File: config.mk
export PLATFORM = sky130hd
export DESIGN_NAME = sign_mag_accum
export DESIGN_NICKNAME = d
export VERILOG_FILES = /design/src/rtl/sign_mag_pkg.sv /design/src/rtl/sm_add_core.sv /design/src/rtl/sign_mag_accum.sv
export SDC_FILE = /design/constraint.sdc
export NUM_CORES = 1
export LEC_CHECK = 0
export CAP_MARGIN = 20
export CORE_AREA = 2 2 52 64
export CTS_CLUSTER_SIZE = 25
export DETAILED_ROUTE_END_ITERATION = 10
export DIE_AREA = 0 0 54 66
export PLACE_DENSITY = 0.71
export SETUP_SLACK_MARGIN = 0.4
export SLEW_MARGIN = 15
export SYNTH_ARGS = -nofsm -noshare
export SYNTH_HDL_FRONTEND = slang
export SYNTH_SLANG_ARGS = --single-unit
File: constraint.sdc
create_clock -name clk -period 2.2 [get_ports clk]
set_input_delay 0.44 -clock clk [delete_from_list [all_inputs] [get_ports clk]]
set_output_delay 0.44 -clock clk [all_outputs]
set_load 0.02 [all_outputs]
File: src/rtl/sign_mag_pkg.sv
// ---------------------------------------------------------------------------
// sign_mag_pkg
// Shared declarations for the sign-magnitude frame accumulator:
//   - state_t     : frame FSM states (IDLE, ACCUM, DONE)
//   - sat_mag()   : all-ones magnitude constant used when saturating
// ---------------------------------------------------------------------------
package sign_mag_pkg;

  typedef enum logic [1:0] {
    IDLE  = 2'd0,
    ACCUM = 2'd1,
    DONE  = 2'd2
  } state_t;

  // Largest magnitude representable in an acc_w-bit sign-magnitude word,
  // i.e. 2^(acc_w-1)-1. Returned wide; callers truncate to their width.
  function automatic logic [63:0] sat_mag(input int unsigned acc_w);
    return (64'd1 << (acc_w - 1)) - 64'd1;
  endfunction

endpackage

File: src/rtl/sm_add_core.sv
// ---------------------------------------------------------------------------
// sm_add_core
// Purely combinational sign-magnitude adder at W bits (1 sign + W-1 magnitude).
//   a_sign, a_mag : first operand
//   b_sign, b_mag : second operand
//   sum_sign      : result sign (never set for a zero magnitude)
//   sum_mag       : result magnitude, modulo 2^(W-1) on carry
//   carry         : magnitude carry out of bit W-2 (only possible on equal signs)
// ---------------------------------------------------------------------------
module sm_add_core #(
  parameter int W = 8
) (
  input  logic         a_sign,
  input  logic [W-2:0] a_mag,
  input  logic         b_sign,
  input  logic [W-2:0] b_mag,
  output logic         sum_sign,
  output logic [W-2:0] sum_mag,
  output logic         carry
);

  logic [W-1:0] ext_sum;

  // NOTE: every output of a combinational block gets a default first so that
  // no path leaves it unassigned; otherwise synthesis infers a latch.
  always_comb begin
    ext_sum  = '0;
    sum_sign = 1'b0;
    sum_mag  = '0;
    carry    = 1'b0;
    if (a_sign == b_sign) begin
      ext_sum  = {1'b0, a_mag} + {1'b0, b_mag};
      sum_mag  = ext_sum[W-2:0];
      carry    = ext_sum[W-1];
      sum_sign = a_sign;
    end else if (a_mag >= b_mag) begin
      sum_mag  = a_mag - b_mag;
      sum_sign = a_sign;
    end else begin
      sum_mag  = b_mag - a_mag;
      sum_sign = b_sign;
    end
    // Cancellation (or a wrap landing on zero) must never yield -0.
    if (sum_mag == '0) begin
      sum_sign = 1'b0;
    end
  end

endmodule

File: src/rtl/sign_mag_accum.sv
// ---------------------------------------------------------------------------
// sign_mag_accum
// Accumulates LEN sign-magnitude operands per frame and presents the
// sign-magnitude sum with a sticky magnitude-overflow flag.
//
// Parameters
//   N     : operand width (MSB = sign)
//   ACC_W : accumulator/result width (MSB = sign), ACC_W > N
//   LEN   : operands per frame, LEN >= 1
//
// Ports
//   clk       : rising-edge clock
//   rst_n     : asynchronous active-low reset
//   in_valid  : operand present
//   in_ready  : block accepts an operand (IDLE / ACCUM)
//   in_data   : sign-magnitude operand
//   out_valid : frame result present (DONE)
//   out_ready : consumer accepts the result
//   out_data  : sign-magnitude frame sum
//   out_ovf   : magnitude overflow occurred during the frame
//
// Configuration
//   SIGN_MAG_ACCUM_SAT_EN defined   : overflow saturates the magnitude to
//                                     all-ones, keeping the current sign.
//   SIGN_MAG_ACCUM_SAT_EN undefined : overflow wraps the magnitude modulo
//                                     2^(ACC_W-1). ovf is flagged either way.
// ---------------------------------------------------------------------------
module sign_mag_accum
  import sign_mag_pkg::*;
#(
  parameter int N     = 4,
  parameter int ACC_W = 8,
  parameter int LEN   = 4
) (
  input  logic             clk,
  input  logic             rst_n,
  input  logic             in_valid,
  output logic             in_ready,
  input  logic [N-1:0]     in_data,
  output logic             out_valid,
  input  logic             out_ready,
  output logic [ACC_W-1:0] out_data,
  output logic             out_ovf
);

  localparam int MAG_W = ACC_W - 1;
  localparam int CNT_W = $clog2(LEN + 1);

  localparam logic [CNT_W-1:0] LAST_CNT = CNT_W'(LEN);
  localparam logic [CNT_W-1:0] ONE_CNT  = CNT_W'(1);
`ifdef SIGN_MAG_ACCUM_SAT_EN
  localparam logic [MAG_W-1:0] SAT_MAG  = MAG_W'(sat_mag(ACC_W));
`endif

  state_t             state, state_next;
  logic               acc_sign, acc_sign_next;
  logic [MAG_W-1:0]   acc_mag, acc_mag_next;
  logic [CNT_W-1:0]   count, count_next, count_inc;
  logic               ovf, ovf_next;

  logic               take;
  logic               op_sign;
  logic [MAG_W-1:0]   op_mag;
  logic               sum_sign;
  logic [MAG_W-1:0]   sum_mag;
  logic               sum_carry;

  // Operand decode: zero-extend the magnitude and fold -0 into +0.
  assign op_mag  = {{(ACC_W - N){1'b0}}, in_data[N-2:0]};
  assign op_sign = in_data[N-1] & (|in_data[N-2:0]);

  assign in_ready  = (state != DONE);
  assign out_valid = (state == DONE);
  assign take      = in_valid && in_ready;
  assign count_inc = count + ONE_CNT;

  // Result is only meaningful in DONE; outside it the outputs read as zero.
  assign out_data = out_valid ? {acc_sign, acc_mag} : '0;
  assign out_ovf  = out_valid & ovf;

  sm_add_core #(
    .W (ACC_W)
  ) u_add (
    .a_sign   (acc_sign),
    .a_mag    (acc_mag),
    .b_sign   (op_sign),
    .b_mag    (op_mag),
    .sum_sign (sum_sign),
    .sum_mag  (sum_mag),
    .carry    (sum_carry)
  );

  always_comb begin
    state_next    = state;
    acc_sign_next = acc_sign;
    acc_mag_next  = acc_mag;
    count_next    = count;
    ovf_next      = ovf;

    case (state)
      IDLE: begin
        if (take) begin
          acc_sign_next = op_sign;
          acc_mag_next  = op_mag;
          count_next    = ONE_CNT;
          ovf_next      = 1'b0;
          state_next    = (LEN == 1) ? DONE : ACCUM;
        end
      end

      ACCUM: begin
        if (take) begin
          count_next    = count_inc;
          ovf_next      = ovf | sum_carry;
          acc_sign_next = sum_sign;
          acc_mag_next  = sum_mag;
`ifdef SIGN_MAG_ACCUM_SAT_EN
          // A carry only happens on equal signs, so acc_sign is the sign
          // of the true sum and is kept alongside the clamped magnitude.
          if (sum_carry) begin
            acc_sign_next = acc_sign;
            acc_mag_next  = SAT_MAG;
          end
`endif
          if (count_inc == LAST_CNT) begin
            state_next = DONE;
          end
        end
      end

      DONE: begin
        if (out_ready) begin
          state_next = IDLE;
        end
      end

      default: state_next = IDLE;
    endcase
  end

  // NOTE: sequential state uses non-blocking assignments so every register
  // samples pre-edge values regardless of statement order.
  always_ff @(posedge clk or negedge rst_n) begin
    if (!rst_n) begin
      state    <= IDLE;
      acc_sign <= 1'b0;
      acc_mag  <= '0;
      count    <= '0;
      ovf      <= 1'b0;
    end else begin
      state    <= state_next;
      acc_sign <= acc_sign_next;
      acc_mag  <= acc_mag_next;
      count    <= count_next;
      ovf      <= ovf_next;
    end
  end

endmodule

==> flow_summary.ini <==
[finish]
final_cells = 292
regArea_um2 = 352
fillers = 155
diodes = 0
area_growth_pct = 78.2
drive_above_1_share_pct = 53.1
final_cell_mix = buf_4 (53), nand2_1 (15), buf_6 (15), nor2_1 (14), dfrtp_1 (13)
stdcell_area_um2 = 2540
fin_nets = 279
layout_commonest_cell = buf_4
multi_input_area_um2 = 1320

[power]
p_leak_nw = 1.18
vdd_drop_max_mv = 1.11
powerDensity_nw_per_um2 = 1490

[routing]
drt_pass1_iterations = 4
vias_per_cell = 5.89
num_vias = 1721
drc = 0
wl_mm = 5.60
final_antenna_net_count = 0
wl_per_cell_um = 19.2
drt_iter0_drc = 118

[place]
dp_hpwl_mm = 3.50
gp_congestion = 0.942
io_buffers = 18
placed_cells = 267
dpl_cell_area_um2 = 2040

[timing]
period_needed_ps = 2310
fin_ws_ps = -108
finalHoldViolCount = 0
finClkSkew_ps = 1.69
finalSetupViolations = 2
rsz0062_at_grt = true
period_share_pct = 105
worst_pin_slew_ps = 675
hold_ws_ps = 511
setup-tns-final_ps = -161
final_max_slew_viol_count = 0
slew_headroom_pct = 54.4
max_freq_mhz = 433

[critical_path]
worst-endpoint-arrival_ps = 2480
worstSetupPathDepth = 7
worst_setup_path_end_kind = flip-flop
startpoint_type = flip-flop
worst_path_largest_cell_delay_ps = 530
critical-path-top-delay-family = simple AND/OR/NAND/NOR gates
startpoint = acc_mag[2]
critPathMaxFanout = 5
crit_required_ps = 2370
timing.rr.end = acc_sign
reg2regPathDepth = 7
critPathKind = flip-flop to flip-flop
r2r-start = acc_mag[2]
critPathSlowestCell = or4b_4
regToRegSetupSlack_ps = -110
worstPathBufferInverterCount = 1
path_cells = ha_4 -> inv_2 -> a221o_1 -> and4_1 -> or4b_4 -> a211oi_2 -> a31oi_1

[floorplan]
core_um2 = 2970
die_w_um = 54
num_io_pins = 19
dieHeight_um = 66
rows = 22
initial_core_util_pct = 48.0
dieArea_um2 = 3560

[synth]
synth-seq-cells = 14
ys.flop_type = dfrtp_1
yosys.area.top_type_share_pct = 24.6
synth_top_area_cell = dfrtp_1
syn_avg_cell_area_um2 = 8.20
synth-async-reset-ratio_pct = 100
yosysUniqueCellTypes = 49
syn_area_um2 = 1430
syn_nets = 196
synthCells = 174
yosysWarnings = 0
ys_seq_area_share_pct = 24.6
synth.area.top_cells = dfrtp_1 (25%), ha_1 (9.6%), o21ai_0 (5.6%), nand2_1 (4.7%), fa_1 (4.2%)
synth-edff-count = 0

[clocking]
clockRootBuffer = clkbuf_4
path_clk_slew_ps = 90
htreeDepth = 1
cts_buffers = 3
clock_latency_ps = 290
cts.sinks = 14
clockBufferDepth = 2
postCtsHoldBufs = 0
cts_tree = yes

[global_routing]
grt_max_degree = 15
gr-total-overflow = 0
grt_pass1_vias = 1775
grt_pass1_wl_mm = 8.43
antenna_found_initial = 0
grtUsageTotal_pct = 33.5

[min_path]
holdPathStages = 2
hold_end = count[1]
worst_hold_startpoint = count[1]
hold_class = flip-flop to flip-flop

[outcome]
status = complete, but fails checks
violations = negative setup slack

[job]
maxCapViolCount = 0
## synthesized netlist by cell type (2+ instances only)
library cell  number
a31oi_1            3
nor2b_1            3
ha_1              11
nand2b_1           2
mux2i_1            2
o211a_1            2
nor3b_1            2
clkbuf_1           2
nor3_1             2
o311ai_0           2
o22ai_1            3
a211oi_1           3
inv_1             15
and3_1             3
o21a_1             2
buf_2              2
xnor2_1            4
nand3_1            6
o221ai_1           2
o21ai_0           16
and2_1             4
nor2_1            16
a22o_1             3
a21oi_1            7
dfrtp_1           14
fa_1               3
nand2_1           18
## stage by stage
stage | util [%] | setup WS, ps | power (mW)
after floorplan | - | -111 | 1.73
after global placement | 68.7 | -720 | 2.50
after detailed placement | 68.7 | -766 | 2.55
after CTS | 81.6 | -52.7 | 3.41
after global routing | 85.5 | -142 | 4.01
final | 85.5 | -108 | 3.80
## worst max-delay path by stage
stage,to,slack [ps]
6_report,acc_sign,-110
3_3_place_gp,acc_sign,-720
5_1_grt,acc_mag[4],-140
2_1_floorplan,acc_sign,-110
4_1_cts,acc_sign,-50
3_5_place_dp,acc_sign,-770
## layout make-up
| cell class | instances | share of cell area [%] |
|---|---|---|
| tap | 36 | 1.77 |
| clock buffer | 4 | 1.43 |
| sequential | 14 | 13.8 |
| inverter | 16 | 3.59 |
| timing repair buffer | 84 | 27.5 |
| multi-input combinational | 138 | 51.9 |
## kinds of logic after synthesis
kind of cell | Yosys count | synth area share (%)
AND/OR/NAND/NOR | 64 | 23.9
AO/OA/AOI/OAI | 52 | 25.3
buffers and inverters | 22 | 6.75
adder cells (fa/ha/maj) | 14 | 13.9
flip-flops | 14 | 24.6
XOR/XNOR | 6 | 4.21
multiplexers | 2 | 1.40
## layer usage
metal / wire (um) / track usage [%]
met1: 2240 / 37.9
met2: 2830 / 56.3
met3: 235 / 4.52
met4: 290 / 22.8
met5: 0 / 0
## registers in the layout, indices dropped and copies added, names as in the netlist
name,flops
acc_mag,7
count,3
state,2
acc_sign,1
ovf,1
## worst register-to-register path, cell delays in order, from the launching register on
cell	delay [ps]
dfrtp_1	430
ha_4	310
inv_2	50
a221o_1	370
and4_1	210
or4b_4	530
a211oi_2	190
a31oi_1	110
## power by group
part           switching (mW)  internal (mW)  total, mW
sequential              0.119          0.373      0.492
clock                  0.0980          0.101      0.199
combinational            1.56           1.55       3.11
total                    1.77           2.02       3.80
## timing repair
action,CTS,global route
endpoints found under the setup margin,19,16
pin swaps,19,14
gates resized for setup,91,35
buffers inserted,12,9
(Power assumes the default switching activity.)
